--- config.mk ---
export PLATFORM = sky130hd
export DESIGN_NAME = gf2_poly_affine_31
export DESIGN_NICKNAME = d
export VERILOG_FILES = /design/src/rtl/gf2_poly_affine_31.sv
export SDC_FILE = /design/constraint.sdc
export NUM_CORES = 1
export LEC_CHECK = 0
export CAP_MARGIN = 20
export CORE_MARGIN = 3
export CORE_UTILIZATION = 41
export DETAILED_ROUTE_END_ITERATION = 7
export PLACE_DENSITY = 0.79
export REMOVE_ABC_BUFFERS = 1
export SYNTH_ARGS = -nofsm -noshare
export SYNTH_HDL_FRONTEND = slang
export SYNTH_SLANG_ARGS = --single-unit
--- constraint.sdc ---
create_clock -name clk -period 0.9 [get_ports clk]
set_input_delay 0.18 -clock clk [delete_from_list [all_inputs] [get_ports clk]]
set_output_delay 0.18 -clock clk [all_outputs]
set_load 0.005 [all_outputs]
--- src/rtl/gf2_poly_affine_31.sv ---
// Carry-less affine map r(x) = (x^4 + 1)·p(x) + 1 over GF(2), 31-bit operand to 35-bit result.
// One-cycle registered pipeline with no backpressure; outputs come straight from flops.
module gf2_poly_affine_31 (
  input  logic        clk,
  input  logic        rst_n,
  input  logic        in_valid,
  input  logic [30:0] in_poly,
  output logic        out_valid,
  output logic [34:0] out_poly
);

  logic [34:0] result_s;
  logic        out_valid_r;
  logic [34:0] out_poly_r;

  // Coefficient-wise form of the product plus constant; the high nibble carries p[30:27] unreduced.
  function automatic logic [34:0] affine_eval(input logic [30:0] p);
    logic [34:0] r;
    r    = 35'd0;
    r[0] = p[0] ^ 1'b1;
    for (int i = 1; i < 4; i++) begin
      r[i] = p[i];
    end
    for (int i = 4; i < 31; i++) begin
      r[i] = p[i] ^ p[i-4];
    end
    for (int i = 31; i < 35; i++) begin
      r[i] = p[i-4];
    end
    return r;
  endfunction

  // Evaluate the affine map on the incoming operand.
  always_comb begin
    result_s = 35'd0;
    if (in_valid) begin
      result_s = affine_eval(in_poly);
    end else begin
      result_s = out_poly_r;
    end
  end

  // Output register: reset clears to zero, idle cycles hold the last result.
  always_ff @(posedge clk or negedge rst_n) begin
    if (!rst_n) begin
      out_valid_r <= 1'b0;
      out_poly_r  <= 35'd0;
    end else if (in_valid) begin
      out_valid_r <= 1'b1;
      out_poly_r  <= result_s;
    end else begin
      out_valid_r <= 1'b0;
    end
  end

  assign out_valid = out_valid_r;
  assign out_poly  = out_poly_r;

endmodule

Yosys cells after proc, flatten, opt, wreduce, memory -nomap -nowiden
Index checks and enable logic that the tools add are counted.

word-level totals
  output and inout bits = 36
  register bits after elaboration = 36
  memories = 0
  latch bits = 0
  input port bits = 34
  RAM bits = 0
  memory bits (read-only) = 0

cells by class
  div/mod/pow operators = 0
  $add $sub $neg = 0
  shifts and indexed selects = 0
  bitwise gates (word level) = 28
  multipliers = 0
  reductions and logical operators = 0
  multiplexer cells = 1
  equality and inequality tests = 0
  $lt $le $gt $ge = 0

operators by type and width
  kind               number
  1-bit XOR          27
  1-bit two-way mux  1
  1-bit inverter     1

Longest topological paths before layout
Gate-level depths: netlist (run 1).

  word-level depth = 1
  depth in mapped cells = 4
  depth with buffers taken out = 2

Least setup slack after synthesis (run 1)
OpenSTA, ideal clock, no wires.

  kind = input -> register
  from = input in_valid
  to = register out_poly_r[1] (netlist: out_poly[1])
  setup slack = 0.065 ns
  data arrival time = 0.710 ns
  stages on the path = 3
  path buffers = 2
  required time = 0.775 ns
  path through = buf_6 -> buf_6 -> mux2_4

RTL lines
  item                    RTL line  RTL
  start: declaration      6         input logic in_valid,
  end signal: assignment  50        out_poly_r <= result_s;
  end: declaration        14        logic [34:0] out_poly_r;

No word-level cell between the ends.

Final worst setup path (run 1)
  from = register out_poly_r[18] (netlist: out_poly[18])
  to = output out_poly[18]

RTL lines
  item              RTL line  RTL
  end: declaration  9         output logic [34:0] out_poly

No word-level cell between the ends.

==> impl_metrics.csv, run 1 <==
group,metric,value,unit
synthesis,synth-seq-cells,36,
run_status,violations,"setup timing",
detailed_routing,avgRoutedWirePerCell,14.1,um
critical_path,critPathRequiredTime,720,ps
sta,min_period,990,ps
min_path,holdPathEnd,"out_poly[19]$_DFFE_PN0P_",
global_route,antenna_found_initial,0,
power,combPwrFrac,22.3,%
critical_path,r2r_cells,2,
synthesis,synthFlopType,"dfrtp_1",
place,pre_cts_slack,-168,ps
critical_path,crit_chain,"buf_2",
min_path,hp-start,"in_valid",
final_layout,syn_to_final_growth,57.3,%
sta,rsz0062_at_grt,"yes",
synthesis,yosysMostFrequentCell,"dfrtp_1",
power,leakagePower,1.07,nW
cts,cts_max_path_buffers,2,
sta,final_max_slew_viol_count,0,
sta,final_hold_viol_count,0,
die,rows,21,
critical_path,cp_data_arrival_time,810,ps
final_layout,fin_nets,263,
final_layout,multiInputGateArea,587,sq um
min_path,hold_path_depth,3,
power,clock_power_share,34.7,%
power,power,4.40,mW
place,detailed_place_hpwl,2.69,mm
critical_path,crit_type,"reg -> out",
power,power_density,1820,mW/mm^2
critical_path,cpMaxStageDelayCell,"dfrtp_1",
sta,finalSetupTns,-2520,ps
global_route,grt_max_degree,37,
power,p_seq_share,43.1,%
final_layout,final_cells,276,
synthesis,synth_common_cells,"dfrtp_1, a21oi_1, nor2_1, xnor2_1",
place,port_buffers,69,
place,place.gp.congestion,0.626,
synthesis,synth_cells,133,
critical_path,crit_family,"flip-flops",
global_route,grtUsageTotal,18.2,%
die,die_w,67.3,um
final_layout,layout-drive-gt1-share,35.7,%
die,core_area,0.00347,sq mm
critical_path,cpPeakStageDelay,390,ps
cts,cts-root-buf,"clkbuf_8",
critical_path,path_buf_inv,1,
synthesis,synth_top_area_share,58.5,%
global_route,grt_remaining_overflow,0,
sta,period_share,110,%
global_route,grt_first_pass_wirelength,5.95,mm
detailed_routing,via_count,1262,
synthesis,synth-edff-count,0,
critical_path,cp_max_fo,2,
detailed_routing,ant_nets,0,
sta,maxSlewHeadroom,87.6,%
synthesis,synth.avg_cell_area,11.6,sq um
critical_path,reg2reg_to,"out_poly[1]$_DFFE_PN0P_",
synthesis,yosys.cell_types.count,11,
critical_path,reg2reg_setup_slack,20,ps
die,die_area,0.00453,sq mm
min_path,hp-class,"in -> reg",
place,place_area,0.00234,sq mm
cts,clk_pin_slew_worst_paths,70,ps
sta,setup_viol,36,
synthesis,synthTopCellsByArea,"dfrtp_1, xnor2_1, a21oi_1",
power,switching_share,23.6,%
cts,cts_tree,"built",
die,die_h,67.3,um
synthesis,async_reset_ff_share,100,%
global_route,grt_pass1_vias,1280,
detailed_routing,viasPerCell,4.57,
synthesis,yosysTopAreaCell,"dfrtp_1",
sta,fin_ws,-89.6,ps
die,start_util,44.4,%
critical_path,cp-end-kind,"output pin",
critical_path,start_kind,"register",
cts,htreeDepth,2,
power,max-vdd-ir-drop,976,uV
detailed_routing,drtPass1Iterations,4,
synthesis,syn_area,0.00154,sq mm
cts,worstSkewPairLatency,280,ps
cts,clock-sinks,36,
sta,whs,290,ps
final_layout,n_antenna_cell,0,
power,p_sw,1.04,mW
detailed_routing,drc,0,
sta,worst_pin_slew,184,ps
detailed_routing,routed_wirelength,3.90,mm
job,cap_violations,0,
synthesis,seq_area_frac_synth,58.5,%
final_layout,nFillCells,291,
sta,fin_skew,0,ps
place,dp_cells,253,
final_layout,ff_latch_area,901,sq um
cts,cts_inserted_buffers,5,
power,internal_power,3.36,mW
final_layout,postLayoutCoreUtil,69.8,%
die,io_pins,70,
critical_path,timing.rr.start,"out_poly[1]$_DFFE_PN0P_",
final_layout,fin_area,0.00242,sq mm
synthesis,synth_warnings,0,
critical_path,crit_path_start,"out_poly[18]$_DFFE_PN0P_",
sta,max_freq,1010,MHz
run_status,outcome,"finished, violations left",
detailed_routing,dr.first_iter.drc_count,49,
==> sequential cells by signal, summed over array words and instances, names as in the netlist <==
register,flops
out_valid,1
out_poly,35
==> placed cells by master, fill, tap and decap left out, drive strengths merged <==
master / n
buf: 64
dfrtp: 36
clkdlybuf4s50: 31
xnor2: 27
a21oi: 27
nor2: 27
clkbuf: 7
mux2: 7
inv: 1
mux2i: 1
bufinv: 1
dlygate4sd3: 1
==> area by class of cell <==
class	count	area share (%)
sequential	36	37.2
timing repair buffer	96	30.8
inverter	1	0.155
clock inverter	1	1.24
tap	46	2.38
clock buffer	7	3.98
multi-input combinational	89	24.2
==> cell families after synthesis <==
group           Yosys count  synth area share [%]
mux                       8                  6.50
buf+inv                   8                  4.31
simple gates             27                  6.58
xor+xnor                 27                  15.4
flops                    36                  58.5
compound gates           27                  8.77
==> worst max path at each step <==
stage                                           to  cells past startpoint
after floorplan            out_poly[1]$_DFFE_PN0P_                      1
after global placement    out_poly[17]$_DFFE_PN0P_                      3
after detailed placement  out_poly[25]$_DFFE_PN0P_                      3
after CTS                             out_poly[20]                      1
after global routing                  out_poly[27]                      1
final                                 out_poly[18]                      1
==> layer usage <==
metal / wire length, um / GRT usage (%) / part of all wire (%) / vias to the layer above
li1: - / - / - / 627
met1: 1600 / 21.4 / 41 / 577
met2: 1920 / 30.3 / 49 / 51
met3: 329 / 5.49 / 8.4 / 7
met4: 55 / 8.35 / 1.4 / 0
met5: 0 / 0 / 0 / -
==> what timing repair did <==
action | in CTS | in global routing
resized for setup | 145 | 5
hold buffers | 1 | 0
endpoints found under the hold margin | 36 | 0
setup buffers | 9 | 7
endpoints found under the setup margin | 36 | 39
==> power groups by stage <==
stage	registers, mW	logic (mW)	clock network (mW)
after floorplan	1.94	0.258	0
after global placement	1.92	1.01	0
after detailed placement	1.93	1.03	0
after CTS	1.89	0.931	1.57
after global routing	1.91	1.08	1.64
final	1.90	0.980	1.53
Note: power is estimated with default switching activity, not from simulation.
==> run 2: changes to the inputs <==
Settings changed: GPL_TIMING_DRIVEN from default to 0.
==> run 2 against run 1 <==
Net effect:
- the run ends with hold timing, setup timing left
- power is 8.2% higher
- critical path type unchanged
- sequential cell count stayed put
- global-route usage fell by 0.83 points
==> impl_metrics.csv, run 2 (synthesis results as in run 1) <==
group,metric,value,unit
critical_path,crit_family,"flip-flops",
final_layout,layout-drive-gt1-share,33.8,%
sta,period_share,110,%
sta,final_hold_viol_count,36,
critical_path,cp_max_fo,2,
detailed_routing,routed_wirelength,3.69,mm
final_layout,nFillCells,281,
detailed_routing,drc,0,
final_layout,largest_register_ffs,35,
detailed_routing,ant_nets,0,
sta,whs,-22.1,ps
critical_path,critPathRequiredTime,720,ps
critical_path,start_kind,"register",
critical_path,path_buf_inv,1,
run_status,outcome,"finished, violations left",
critical_path,crit_type,"reg -> out",
cts,clock-sinks,36,
cts,cts-root-buf,"clkbuf_8",
critical_path,crit_chain,"buf_2",
final_layout,n_antenna_cell,0,
place,detailed_place_hpwl,2.54,mm
run_status,violations,"hold timing, setup timing",
sta,setup_viol,36,
sta,worst_pin_slew,798,ps
die,die_h,67.3,um
global_route,grt_first_pass_wirelength,5.85,mm
place,place.gp.congestion,0.663,
sta,min_period,987,ps
final_layout,final_cell_mix,"buf_2, dfrtp_1, clkdlybuf4s50_1",
final_layout,layout_commonest_cell,"buf_2",
place,port_buffers,69,
cts,clk_pin_slew_worst_paths,70,ps
sta,rsz0062_at_grt,"yes",
cts,cts_tree,"built",
die,io_pins,70,
sta,fin_ws,-86.9,ps
place,pre_cts_slack,-248,ps
power,power,4.76,mW
sta,max_freq,1010,MHz
die,die_area,0.00453,sq mm
power,leakagePower,1.04,nW
cts,worstSkewPairLatency,280,ps
sta,fin_skew,0,ps
power,max-vdd-ir-drop,1280,uV
cts,cts_inserted_buffers,5,
final_layout,syn_to_final_growth,53.0,%
critical_path,cp-end-kind,"output pin",
global_route,grt_max_degree,61,
sta,finalSetupTns,-2300,ps
cts,htreeDepth,2,
critical_path,cp_data_arrival_time,810,ps
global_route,antenna_found_initial,0,
cts,cts_max_path_buffers,2,
global_route,grtUsageTotal,17.3,%
global_route,grt_pass1_vias,1230,
detailed_routing,viasPerCell,4.60,
die,core_area,0.00347,sq mm
job,cap_violations,0,
detailed_routing,via_count,1233,
sta,maxSlewHeadroom,46.8,%
die,die_w,67.3,um
die,start_util,44.4,%
critical_path,cpMaxStageDelayCell,"dfrtp_1",
min_path,hp-class,"in -> async",
detailed_routing,dr.first_iter.drc_count,56,
die,rows,21,
sta,final_max_slew_viol_count,0,
detailed_routing,avgRoutedWirePerCell,13.8,um
final_layout,fin_nets,255,
global_route,grt_remaining_overflow,0,
detailed_routing,drtPass1Iterations,4,
critical_path,cpPeakStageDelay,390,ps
power,power_density,2020,mW/mm^2
## run 2: changes by cell type in the layout (fill, tap and decap cells not counted)
cell | previous run | this run
a21oi_1 | 26 | 27
dlygate4sd3_1 | 1 | 0
clkbuf_8 | 7 | 5
buf_4 | 22 | 18
nor2_1 | 25 | 24
nor2_4 | 1 | 0
bufinv_16 | 1 | 3
nor2_2 | 1 | 3
buf_12 | 3 | 1
a21oi_2 | 1 | 0
buf_6 | 1 | 0
## run 2: final cells by class
type | instances | area, sq um | area share [%]
Clock buffer | 5 | 68.8 | 2.92
Clock inverter | 3 | 90.1 | 3.82
Inverter | 1 | 3.75 | 0.159
Multi-Input combinational cell | 89 | 581 | 24.6
Sequential cell | 36 | 901 | 38.2
Tap cell | 46 | 57.6 | 2.44
Timing Repair Buffer | 88 | 656 | 27.8
## run 2: metal layers
metal / GRT usage [%] / vias to the layer above / wire length [um]
met1: 22.2 / 572 / 1520
met5: 0 / - / 0
met2: 28.6 / 47 / 1830
met4: 4.56 / 0 / 25
li1: - / 610 / -
met3: 5.16 / 4 / 312
## run 2: through the flow
stage                     utilization [%]  cells  area [sq um]
after detailed placement             64.5    242          2240
after global routing                 68.0    268          2360
after global placement               64.2    241          2230
after CTS                            66.5    262          2300
after floorplan                         -    126          1480
final                                68.0    268          2360
## run 2: timing repair
item	in CTS	in global routing
endpoints found under the setup margin	36	37
endpoints found under the hold margin	1	0
setup buffers	12	6
gates resized for setup	144	3
## run 2: worst paths after layout
path	startpoint	slack (ps)	to	depth (start not counted)
worst max-delay path	out_poly[8]$_DFFE_PN0P_	-90	out_poly[8]	1
worst min register to register	out_poly[33]$_DFFE_PN0P_	510	out_poly[33]$_DFFE_PN0P_	1
min in group clk	in_valid	160	out_poly[29]$_DFFE_PN0P_	2
max in group asynchronous	rst_n	410	out_poly[9]$_DFFE_PN0P_	1
worst min-delay path	rst_n	-20	out_poly[33]$_DFFE_PN0P_	1
worst max register to register	out_poly[21]$_DFFE_PN0P_	20	out_poly[21]$_DFFE_PN0P_	4
## run 2: report_power, final
part / internal (mW) / switching, mW / leakage (nW) / total [mW]
Combinational: 0.541 / 0.386 / 0.554 / 0.927
Sequential: 1.80 / 0.0865 / 0.406 / 1.89
Clock: 1.39 / 0.559 / 0.0784 / 1.95
Total: 3.73 / 1.03 / 1.04 / 4.76
